### config.mk
export PLATFORM = sky130hd
export DESIGN_NAME = core_pipe_dispatch_flat
export DESIGN_NICKNAME = d
export VERILOG_FILES = /design/src/rtl/core_pipe_dispatch_pkg.sv /design/src/rtl/core_pipe_dispatch_if.sv /design/src/rtl/core_pipe_dispatch_hazard.sv /design/src/rtl/core_pipe_dispatch.sv /design/src/flat_wrapper.sv
export SDC_FILE = /design/constraint.sdc
export NUM_CORES = 1
export LEC_CHECK = 0
export ABC_AREA = 1
export CORE_AREA = 5 5 329 331
export DETAILED_ROUTE_END_ITERATION = 12
export DIE_AREA = 0 0 334 336
export HOLD_SLACK_MARGIN = 0.08
export PLACE_DENSITY = 0.39
export SYNTH_ARGS = -nofsm -noshare
export SYNTH_HDL_FRONTEND = slang
export SYNTH_HIERARCHICAL = 1
export SYNTH_SLANG_ARGS = --single-unit
### constraint.sdc
create_clock -name g_clk -period 3.3 [get_ports g_clk]
set_clock_uncertainty 0.2 [all_clocks]
set_input_delay 0.66 -clock g_clk [delete_from_list [all_inputs] [get_ports g_clk]]
set_output_delay 0.66 -clock g_clk [all_outputs]
set_load 0.02 [all_outputs]
### src/rtl/core_pipe_dispatch_pkg.sv
// Shared core types and constants for the decode->execute dispatch stage.
// Opcode widths, NOP encodings and the s2 bundle layout live here.
package core_pipe_dispatch_pkg;

  localparam int unsigned XLEN       = 64;
  localparam int unsigned XL         = XLEN - 1;
  localparam int unsigned REG_W      = 5;
  localparam int unsigned REG_ADDR_R = REG_W - 1;

  localparam int unsigned ALU_OP_W = 6;
  localparam int unsigned LSU_OP_W = 4;
  localparam int unsigned MDU_OP_W = 4;
  localparam int unsigned CSR_OP_W = 3;
  localparam int unsigned CFU_OP_W = 3;
  localparam int unsigned ALU_OP_R = ALU_OP_W - 1;
  localparam int unsigned LSU_OP_R = LSU_OP_W - 1;
  localparam int unsigned MDU_OP_R = MDU_OP_W - 1;
  localparam int unsigned CSR_OP_R = CSR_OP_W - 1;
  localparam int unsigned CFU_OP_R = CFU_OP_W - 1;

  localparam logic [ALU_OP_R:0] ALU_OP_NOP = '0;
  localparam logic [LSU_OP_R:0] LSU_OP_NOP = '0;
  localparam logic [MDU_OP_R:0] MDU_OP_NOP = '0;
  localparam logic [CSR_OP_R:0] CSR_OP_NOP = '0;
  localparam logic [CFU_OP_R:0] CFU_OP_NOP = '0;

  typedef struct packed {
    logic [XL:0]         pc;
    logic [XL:0]         npc;
    logic [XL:0]         opr_a;
    logic [XL:0]         opr_b;
    logic [XL:0]         opr_c;
    logic [REG_ADDR_R:0] rd;
    logic                rd_wen;
    logic [ALU_OP_R:0]   alu_op;
    logic [LSU_OP_R:0]   lsu_op;
    logic [MDU_OP_R:0]   mdu_op;
    logic [CSR_OP_R:0]   csr_op;
    logic [CFU_OP_R:0]   cfu_op;
    logic                op_w;
    logic [31:0]         instr;
  } s2_bundle_t;

  function automatic s2_bundle_t s2_bundle_rst();
    s2_bundle_t bd;
    bd        = '0;
    bd.alu_op = ALU_OP_NOP;
    bd.lsu_op = LSU_OP_NOP;
    bd.mdu_op = MDU_OP_NOP;
    bd.csr_op = CSR_OP_NOP;
    bd.cfu_op = CFU_OP_NOP;
    return bd;
  endfunction

  // x0 is hardwired to zero, so it can never carry a dependency.
  function automatic logic reg_hit(input logic [REG_ADDR_R:0] rd, input logic [REG_ADDR_R:0] rs);
    return (rd == rs) && (rs != '0);
  endfunction

endpackage

### src/rtl/core_pipe_dispatch_if.sv
// Decode/execute dispatch bus. master = decode + execute side, slave = dispatch register.
interface core_pipe_dispatch_if;
  import core_pipe_dispatch_pkg::*;

  logic                s1_valid;
  logic                s1_ready;
  s2_bundle_t          s1_bundle;
  logic [REG_ADDR_R:0] s1_rs1_a;
  logic [REG_ADDR_R:0] s1_rs2_a;
  logic                s1_a_rs1;
  logic                s1_b_rs2;
  logic                s1_c_rs2;

  logic                s2_valid;
  logic                s2_ready;
  s2_bundle_t          s2_bundle;
  logic                s2_rd_wen;
  logic [REG_ADDR_R:0] s2_rd_addr;
  logic [XL:0]         s2_rd_wdata;
  logic                s2_cf_valid;
  logic                s2_cf_ack;

  modport master (
    output s1_valid, s1_bundle, s1_rs1_a, s1_rs2_a, s1_a_rs1, s1_b_rs2, s1_c_rs2,
    output s2_ready, s2_rd_wen, s2_rd_addr, s2_rd_wdata, s2_cf_valid, s2_cf_ack,
    input  s1_ready, s2_valid, s2_bundle
  );

  modport slave (
    input  s1_valid, s1_bundle, s1_rs1_a, s1_rs2_a, s1_a_rs1, s1_b_rs2, s1_c_rs2,
    input  s2_ready, s2_rd_wen, s2_rd_addr, s2_rd_wdata, s2_cf_valid, s2_cf_ack,
    output s1_ready, s2_valid, s2_bundle
  );

endinterface

### src/rtl/core_pipe_dispatch_hazard.sv
// RAW hazard check between decode sources and the instruction in execute.
// Forwarding of the execute write-back is enabled by CORE_DISPATCH_FWD_EN.
module core_pipe_dispatch_hazard
  import core_pipe_dispatch_pkg::*;
(
  input  logic [REG_ADDR_R:0] rs1_a_i,
  input  logic [REG_ADDR_R:0] rs2_a_i,
  input  logic                a_rs1_i,
  input  logic                b_rs2_i,
  input  logic                c_rs2_i,
  input  logic                pend_i,
  input  logic [REG_ADDR_R:0] s2_rd_i,
  input  logic                s2_rd_wen_i,
  input  logic [REG_ADDR_R:0] s2_rd_addr_i,
  input  logic [XL:0]         s2_rd_wdata_i,
  input  logic [XL:0]         opr_a_i,
  input  logic [XL:0]         opr_b_i,
  input  logic [XL:0]         opr_c_i,
  output logic                stall_o,
  output logic [XL:0]         opr_a_o,
  output logic [XL:0]         opr_b_o,
  output logic [XL:0]         opr_c_o
);

  logic hit_a, hit_b, hit_c;

  assign hit_a = pend_i && a_rs1_i && reg_hit(s2_rd_i, rs1_a_i);
  assign hit_b = pend_i && b_rs2_i && reg_hit(s2_rd_i, rs2_a_i);
  assign hit_c = pend_i && c_rs2_i && reg_hit(s2_rd_i, rs2_a_i);

`ifdef CORE_DISPATCH_FWD_EN
  logic wb_rs1, wb_rs2;

  assign wb_rs1 = s2_rd_wen_i && (s2_rd_addr_i == rs1_a_i);
  assign wb_rs2 = s2_rd_wen_i && (s2_rd_addr_i == rs2_a_i);

  // A hit is resolved only if this cycle's write-back targets that same source.
  always_comb begin
    stall_o = (hit_a && !wb_rs1) || ((hit_b || hit_c) && !wb_rs2);
    opr_a_o = (hit_a && wb_rs1) ? s2_rd_wdata_i : opr_a_i;
    opr_b_o = (hit_b && wb_rs2) ? s2_rd_wdata_i : opr_b_i;
    opr_c_o = (hit_c && wb_rs2) ? s2_rd_wdata_i : opr_c_i;
  end
`else
  logic unused_fwd;

  // Without forwarding, wait until the regfile holds the value.
  assign unused_fwd = ^{s2_rd_wen_i, s2_rd_addr_i, s2_rd_wdata_i};

  always_comb begin
    stall_o = hit_a || hit_b || hit_c;
    opr_a_o = opr_a_i;
    opr_b_o = opr_b_i;
    opr_c_o = opr_c_i;
  end
`endif

endmodule

### src/rtl/core_pipe_dispatch.sv
// Decode->execute pipeline register with RAW stall/forward and control-flow kill.
// Optional forwarding: define CORE_DISPATCH_FWD_EN.
module core_pipe_dispatch
  import core_pipe_dispatch_pkg::*;
(
  input  logic                 g_clk,
  input  logic                 g_reset,
  core_pipe_dispatch_if.slave  dif
);

  logic        flush, adv, hz_stall, stall, load;
  logic        s2_valid_q, s2_valid_d;
  logic        pend_q, pend_d;
  s2_bundle_t  s2_bundle_q, s2_bundle_d, s1_fwd;
  logic [XL:0] opr_a_f, opr_b_f, opr_c_f;

  core_pipe_dispatch_hazard u_hazard (
    .rs1_a_i       (dif.s1_rs1_a),
    .rs2_a_i       (dif.s1_rs2_a),
    .a_rs1_i       (dif.s1_a_rs1),
    .b_rs2_i       (dif.s1_b_rs2),
    .c_rs2_i       (dif.s1_c_rs2),
    .pend_i        (pend_q),
    .s2_rd_i       (s2_bundle_q.rd),
    .s2_rd_wen_i   (dif.s2_rd_wen),
    .s2_rd_addr_i  (dif.s2_rd_addr),
    .s2_rd_wdata_i (dif.s2_rd_wdata),
    .opr_a_i       (dif.s1_bundle.opr_a),
    .opr_b_i       (dif.s1_bundle.opr_b),
    .opr_c_i       (dif.s1_bundle.opr_c),
    .stall_o       (hz_stall),
    .opr_a_o       (opr_a_f),
    .opr_b_o       (opr_b_f),
    .opr_c_o       (opr_c_f)
  );

  assign flush        = dif.s2_cf_valid && dif.s2_cf_ack;
  assign adv          = !s2_valid_q || dif.s2_ready;
  assign stall        = dif.s1_valid && hz_stall;
  assign dif.s1_ready = adv && !stall && !flush;
  assign load         = dif.s1_valid && dif.s1_ready;

  always_comb begin
    s1_fwd       = dif.s1_bundle;
    s1_fwd.opr_a = opr_a_f;
    s1_fwd.opr_b = opr_b_f;
    s1_fwd.opr_c = opr_c_f;

    s2_valid_d  = s2_valid_q;
    s2_bundle_d = s2_bundle_q;
    pend_d      = pend_q && !dif.s2_rd_wen;
    if (adv) begin
      // Advancing retires whatever is in s2, so pend tracks only the new entry.
      s2_valid_d = load;
      pend_d     = load && dif.s1_bundle.rd_wen && (dif.s1_bundle.rd != '0);
      if (load) begin
        s2_bundle_d = s1_fwd;
      end
    end
  end

  always_ff @(posedge g_clk) begin
    if (g_reset) begin
      s2_valid_q  <= 1'b0;
      pend_q      <= 1'b0;
      s2_bundle_q <= s2_bundle_rst();
    end else begin
      s2_valid_q  <= s2_valid_d;
      pend_q      <= pend_d;
      s2_bundle_q <= s2_bundle_d;
    end
  end

  assign dif.s2_valid  = s2_valid_q;
  assign dif.s2_bundle = s2_bundle_q;

endmodule

### src/flat_wrapper.sv
// flat-port wrapper written by rule: the top's interface ports become plain ports
module core_pipe_dispatch_flat import core_pipe_dispatch_pkg::*;
  (g_clk, g_reset, dif_s1_valid, dif_s1_bundle, dif_s1_rs1_a, dif_s1_rs2_a, dif_s1_a_rs1, dif_s1_b_rs2, dif_s1_c_rs2, dif_s2_ready, dif_s2_rd_wen, dif_s2_rd_addr, dif_s2_rd_wdata, dif_s2_cf_valid, dif_s2_cf_ack, dif_s1_ready, dif_s2_valid, dif_s2_bundle);
  core_pipe_dispatch_if dif_i ();
  input  logic g_clk;
  input  logic g_reset;
  input wire logic [$bits(dif_i.s1_valid)-1:0] dif_s1_valid;
  input wire logic [$bits(dif_i.s1_bundle)-1:0] dif_s1_bundle;
  input wire logic [$bits(dif_i.s1_rs1_a)-1:0] dif_s1_rs1_a;
  input wire logic [$bits(dif_i.s1_rs2_a)-1:0] dif_s1_rs2_a;
  input wire logic [$bits(dif_i.s1_a_rs1)-1:0] dif_s1_a_rs1;
  input wire logic [$bits(dif_i.s1_b_rs2)-1:0] dif_s1_b_rs2;
  input wire logic [$bits(dif_i.s1_c_rs2)-1:0] dif_s1_c_rs2;
  input wire logic [$bits(dif_i.s2_ready)-1:0] dif_s2_ready;
  input wire logic [$bits(dif_i.s2_rd_wen)-1:0] dif_s2_rd_wen;
  input wire logic [$bits(dif_i.s2_rd_addr)-1:0] dif_s2_rd_addr;
  input wire logic [$bits(dif_i.s2_rd_wdata)-1:0] dif_s2_rd_wdata;
  input wire logic [$bits(dif_i.s2_cf_valid)-1:0] dif_s2_cf_valid;
  input wire logic [$bits(dif_i.s2_cf_ack)-1:0] dif_s2_cf_ack;
  output wire logic [$bits(dif_i.s1_ready)-1:0] dif_s1_ready;
  output wire logic [$bits(dif_i.s2_valid)-1:0] dif_s2_valid;
  output wire logic [$bits(dif_i.s2_bundle)-1:0] dif_s2_bundle;
  assign dif_i.s1_valid = dif_s1_valid;
  assign dif_i.s1_bundle = dif_s1_bundle;
  assign dif_i.s1_rs1_a = dif_s1_rs1_a;
  assign dif_i.s1_rs2_a = dif_s1_rs2_a;
  assign dif_i.s1_a_rs1 = dif_s1_a_rs1;
  assign dif_i.s1_b_rs2 = dif_s1_b_rs2;
  assign dif_i.s1_c_rs2 = dif_s1_c_rs2;
  assign dif_i.s2_ready = dif_s2_ready;
  assign dif_i.s2_rd_wen = dif_s2_rd_wen;
  assign dif_i.s2_rd_addr = dif_s2_rd_addr;
  assign dif_i.s2_rd_wdata = dif_s2_rd_wdata;
  assign dif_i.s2_cf_valid = dif_s2_cf_valid;
  assign dif_i.s2_cf_ack = dif_s2_cf_ack;
  assign dif_s1_ready = dif_i.s1_ready;
  assign dif_s2_valid = dif_i.s2_valid;
  assign dif_s2_bundle = dif_i.s2_bundle;
  core_pipe_dispatch u_core (.g_clk(g_clk), .g_reset(g_reset), .dif(dif_i));
endmodule
Yosys cells after proc, flatten, opt, wreduce, memory -nomap -nowiden
Index checks and enable logic that the tools add are counted.
Operators by class
  equal/unequal tests: 2
  mux-type cells: 1
  reductions and logical operators: 27
Operator list (number)
  logical AND 1 bit: 16
  nonzero test 5 bit: 3
  == test 5 bit: 2
  zero test 1 bit: 4
  logical OR 1 bit: 3
  AND reduction 2 bit: 1
  two-way mux 1 bit: 1
Storage, ports and cells
  bits in registers: 381
  input bits: 468
  output and inout port bits: 381
  logic and storage cells: 46

Logic depth before layout (Yosys ltp)
  depth after elaboration: 13
  mapped depth: 16
  depth with buffers taken out: 13

By module
Netlist, hierarchy kept.
By module, submodules not included
  core_pipe_dispatch: instances 1, cells each 1662, area each 13105.1 um2, seq. area each 7627.3 um2
  core_pipe_dispatch_hazard: instances 1, cells each 238, area each 1639.1 um2, seq. area each 0.0 um2

Worst setup path before layout
Ideal clock, no wire load.
  path kind: input-to-reg
  start: in dif_s1_rs1_a[1]
  end: reg u_core.s2_bundle_q, in the netlist u_core/dif.s2_bundle[261]
  setup time: 0.132 ns
  arrival time: 1.881 ns
  required time: 2.968 ns
  setup slack: 1.087 ns
  stages: 15
  path buffers: 3
  path through: nor2_1 nand2_1 nand2_1 nand2_1 nand3_1 nand2_1 nand2_1 nand3_2 inv_2 nand2_1 buf_4 buf_4 buf_2 nand2_1 a21oi_1
Between the ends
  longest elaborated chain between the ends: 11
  elaborated cells between the ends (all ways): 12
  classes of those cells: eq/ne: 1; reduce/logical: 11
Ends and longest elaborated chain
  start, declared: RTL line flat_wrapper.sv:9  | input wire logic [$bits(dif_i.s1_rs1_a)-1:0] dif_s1_rs1_a;
  == test 5 bit / nonzero test 5 bit (equally long branches): RTL line core_pipe_dispatch_pkg.sv:57  | return (rd == rs) && (rs != '0);
  logical AND 1 bit *: RTL line core_pipe_dispatch_pkg.sv:57
  logical AND 1 bit *: RTL line core_pipe_dispatch_hazard.sv:27  | assign hit_a = pend_i && a_rs1_i && reg_hit(s2_rd_i, rs1_a_i);
  logical OR 1 bit * (2 in series): RTL line core_pipe_dispatch_hazard.sv:51  | stall_o = hit_a || hit_b || hit_c;
  net u_core.hz_stall: RTL line core_pipe_dispatch.sv:11  | logic flush, adv, hz_stall, stall, load;
  logical AND 1 bit *: RTL line core_pipe_dispatch.sv:39  | assign stall = dif.s1_valid && hz_stall;
  zero test 1 bit *: RTL line core_pipe_dispatch.sv:40  | assign dif.s1_ready = adv && !stall && !flush;
  logical AND 1 bit * (2 in series): RTL line core_pipe_dispatch.sv:40
  net dif_s1_ready: RTL line flat_wrapper.sv:20  | output wire logic [$bits(dif_i.s1_ready)-1:0] dif_s1_ready;
  logical AND 1 bit *: RTL line core_pipe_dispatch.sv:41  | assign load = dif.s1_valid && dif.s1_ready;
  AND reduction 2 bit (no line) *
  end signal, assigned: RTL line core_pipe_dispatch.sv:66  | s2_bundle_q <= s2_bundle_rst();
  end signal, assigned: RTL line core_pipe_dispatch.sv:70  | s2_bundle_q <= s2_bundle_d;
  end, declared: RTL line core_pipe_dispatch.sv:14  | s2_bundle_t s2_bundle_q, s2_bundle_d, s1_fwd;
The timed path passes the listed nets; every way through them passes the cells marked *.
A chain may end at the register's enable or synchronous reset.

Final worst setup path
  start: in dif_s1_rs1_a[0]
  end: out dif_s1_ready
Between the ends
  longest elaborated chain between the ends: 9
  elaborated cells between the ends (all ways): 10
  classes of those cells: eq/ne: 1; reduce/logical: 9
Ends and longest elaborated chain (RTL line)
  == test 5 bit / nonzero test 5 bit (equally long branches): core_pipe_dispatch_pkg.sv:57
  logical AND 1 bit *: core_pipe_dispatch_pkg.sv:57
  logical AND 1 bit *: core_pipe_dispatch_hazard.sv:27
  logical OR 1 bit * (2 in series): core_pipe_dispatch_hazard.sv:51
  net u_core.hz_stall: core_pipe_dispatch.sv:11
  logical AND 1 bit *: core_pipe_dispatch.sv:39
  zero test 1 bit *: core_pipe_dispatch.sv:40
  logical AND 1 bit * (2 in series): core_pipe_dispatch.sv:40
  end, declared: flat_wrapper.sv:20
Marked as above.

==> metrics <==
outcome=complete, no violations; worst hold stages=2; Max Transition Viols Final=0; drt initial violations=555; DRC errors left=0; IO Port Bufs=779; Avg Cell Area, Syn=7.76 um^2; post-detail-place hpwl=51.5 mm; Hold Vio Cnt, Final=0; sw frac=0.269; fin cells=3936; Pint=9.43 mW; starting density of the core=0.141; gpl congestion=0.754; Syn. warnings=6; Synth area leader=dfxtp_1; Clock Power Share=0.430; DRT Pass-1 Iters=4; r2r worst-path depth=14; period utilisation layout=0.932; Die W=334 um; CP arrival=2220 ps; CTS Sinks=381; FMAX=325 MHz; setup bufs post-CTS=0; Crit path required time=2440 ps; grt ovf=0; Root Buffer=clkbuf_16; pin count of the biggest net entering global routing=69; H-Tree Level Count=2; mapped cell area=14700 um^2; IO Pins=849; Yosys top cell area share=0.517; Syn Inst Count=1900; first-pass GRT wire length=95.8 mm; commonest non-fill, non-tap cell in the layout=nand2_1; sequential area share after synthesis=0.517; Syn-to-layout area delta=69.7%; commonest non-fill, non-tap cells in the layout=nand2_1, clkdlybuf4s50_1, a21oi_1; Final nets=2973; Least-Margin Pin Slew=527 ps; initial antenna violation count=13; number of routed nets with antenna violations=0; synthesized flop and latch total=381; clock transition at the registers of the reported paths=50 ps; final core occ=0.239; unrepaired setup endpoints after global routing=no; power per cell area=515 nW/um^2; synth top area cells=dfxtp_1, nand2_1, a21oi_1; DR WL/cell=17.1 um; Fill cells=11600; Hold WS=256 ps; switching power of the nets=3.47 mW; worst slack, placed=-638 ps; share of cells above drive strength 1=0.0702; placed insts=3844; maxcap violations=0; total track usage=0.113; post-route setup slack=223 ps; via count=13900; Clock Path Buffers=3; core area=105000 um^2; Final setup viols=0; Final Power=12.9 mW; CP Max Fanout=3; row count=119; Slew headroom=0.648; fin crit period=3080 ps; Hold Buf Count CTS=0; worst-skew pair later-pin latency=600 ps; Max VDD drop=310 uV; synth unique cells=19; vias in the first global route=14200; Post-Synthesis Net Count=2368; Crit Path Category=in -> out; Startpoint Class=primary input; combinational share of power=0.182; Routed WL=67.3 mm; CTS tree=done; Hold WC Path Type=reg -> reg; sequential share of power=0.389; static leakage=9.06 nW; Die Y=336 um; die area=112000 um^2; Num CTS Buffers=50; Via density=3.53; Worst setup EP type=output pin
[power by group through the flow]
stage	sequential (mW)	combinational, mW	clock (mW)
5_1_grt	5.05	2.52	5.99
4_1_cts	5.01	2.40	5.82
3_3_place_gp	5.10	2.41	0
6_report	5.01	2.34	5.54
3_5_place_dp	5.11	2.39	0
2_1_floorplan	5.43	0.753	0
[Yosys cell counts (all sizes together)]
library cell / n
clkbuf: 41
o21bai: 1
nand2: 783
a21o: 1
a21oi: 382
dfxtp: 381
nor2: 15
buf: 277
inv: 10
xor2: 2
o21ai: 1
nor3: 1
nand3: 4
xnor2: 1
[layer usage]
layer / GRT usage / wire (um) / part of all wire / up-vias
li1: - / - / - / 7049
met1: 0.128 / 26400 / 0.39 / 6293
met2: 0.193 / 32800 / 0.49 / 464
met3: 0.0437 / 6060 / 0.090 / 99
met4: 0.0392 / 2010 / 0.030 / 8
met5: 0 / 55 / 0.00082 / -
[registers in the layout, indices dropped and copies added, names as in the netlist]
signal                count
u_core/dif.s2_valid       1
u_core/pend_q             1
u_core/dif.s2_bundle    379
[area by class of cell]
cell class	instances	area, um^2	area share
Antenna cell	8	20.0	0.000800
Clock buffer	74	1550	0.0618
Clock inverter	10	104	0.00415
Inverter	10	37.5	0.00150
Multi-Input combinational cell	1191	5010	0.200
Sequential cell	381	7630	0.305
Tap cell	1391	1740	0.0696
Timing Repair Buffer	871	8940	0.357
[per-stage QoR]
stage | area (um^2) | TNS [ps]
after floorplan | 14700 | 0
after global placement | 23300 | -139970
after detailed placement | 23300 | -128180
after CTS | 25000 | 0
after global routing | 25000 | 0
final | 25000 | 0
[worst max-delay path, stage by stage]
cell and delay (ps):
clkdlybuf4s50_1 520, inv_1 50, nand2_1 50, nand3_1 80, buf_4 130, nor2_1 100
nand3_1 110, nand2_4 150, nand2_1 80, nand3_2 90, inv_2 40, clkbuf_2 160
[kinds of logic after synthesis]
| family | synth area share |
|---|---|
| AOI/OAI and AO/OA | 0.131 |
| xor gates and xnor gates | 0.00178 |
| buffers and inverters | 0.145 |
| DFF | 0.517 |
| and+or+nand+nor | 0.205 |
[worst paths after layout]
path / startpoint / to / slack [ps]
max: dif_s1_rs1_a[0] / dif_s1_ready / 220
min reg2reg: u_core/dif.s2_bundle[74] / u_core/dif.s2_bundle[74] / 260
max reg2reg: u_core/dif.s2_bundle[55] / u_core/dif.s2_bundle[150] / 590
min: u_core/dif.s2_bundle[74] / u_core/dif.s2_bundle[74] / 260
[timing repair]
action | in CTS | in global routing
pin swaps | 0 | 0
hold endpoints to repair | 0 | 0
endpoints found under the setup margin | 1 | 1
resized for setup | 7 | 1
Power figures use the tool's default switching activity.
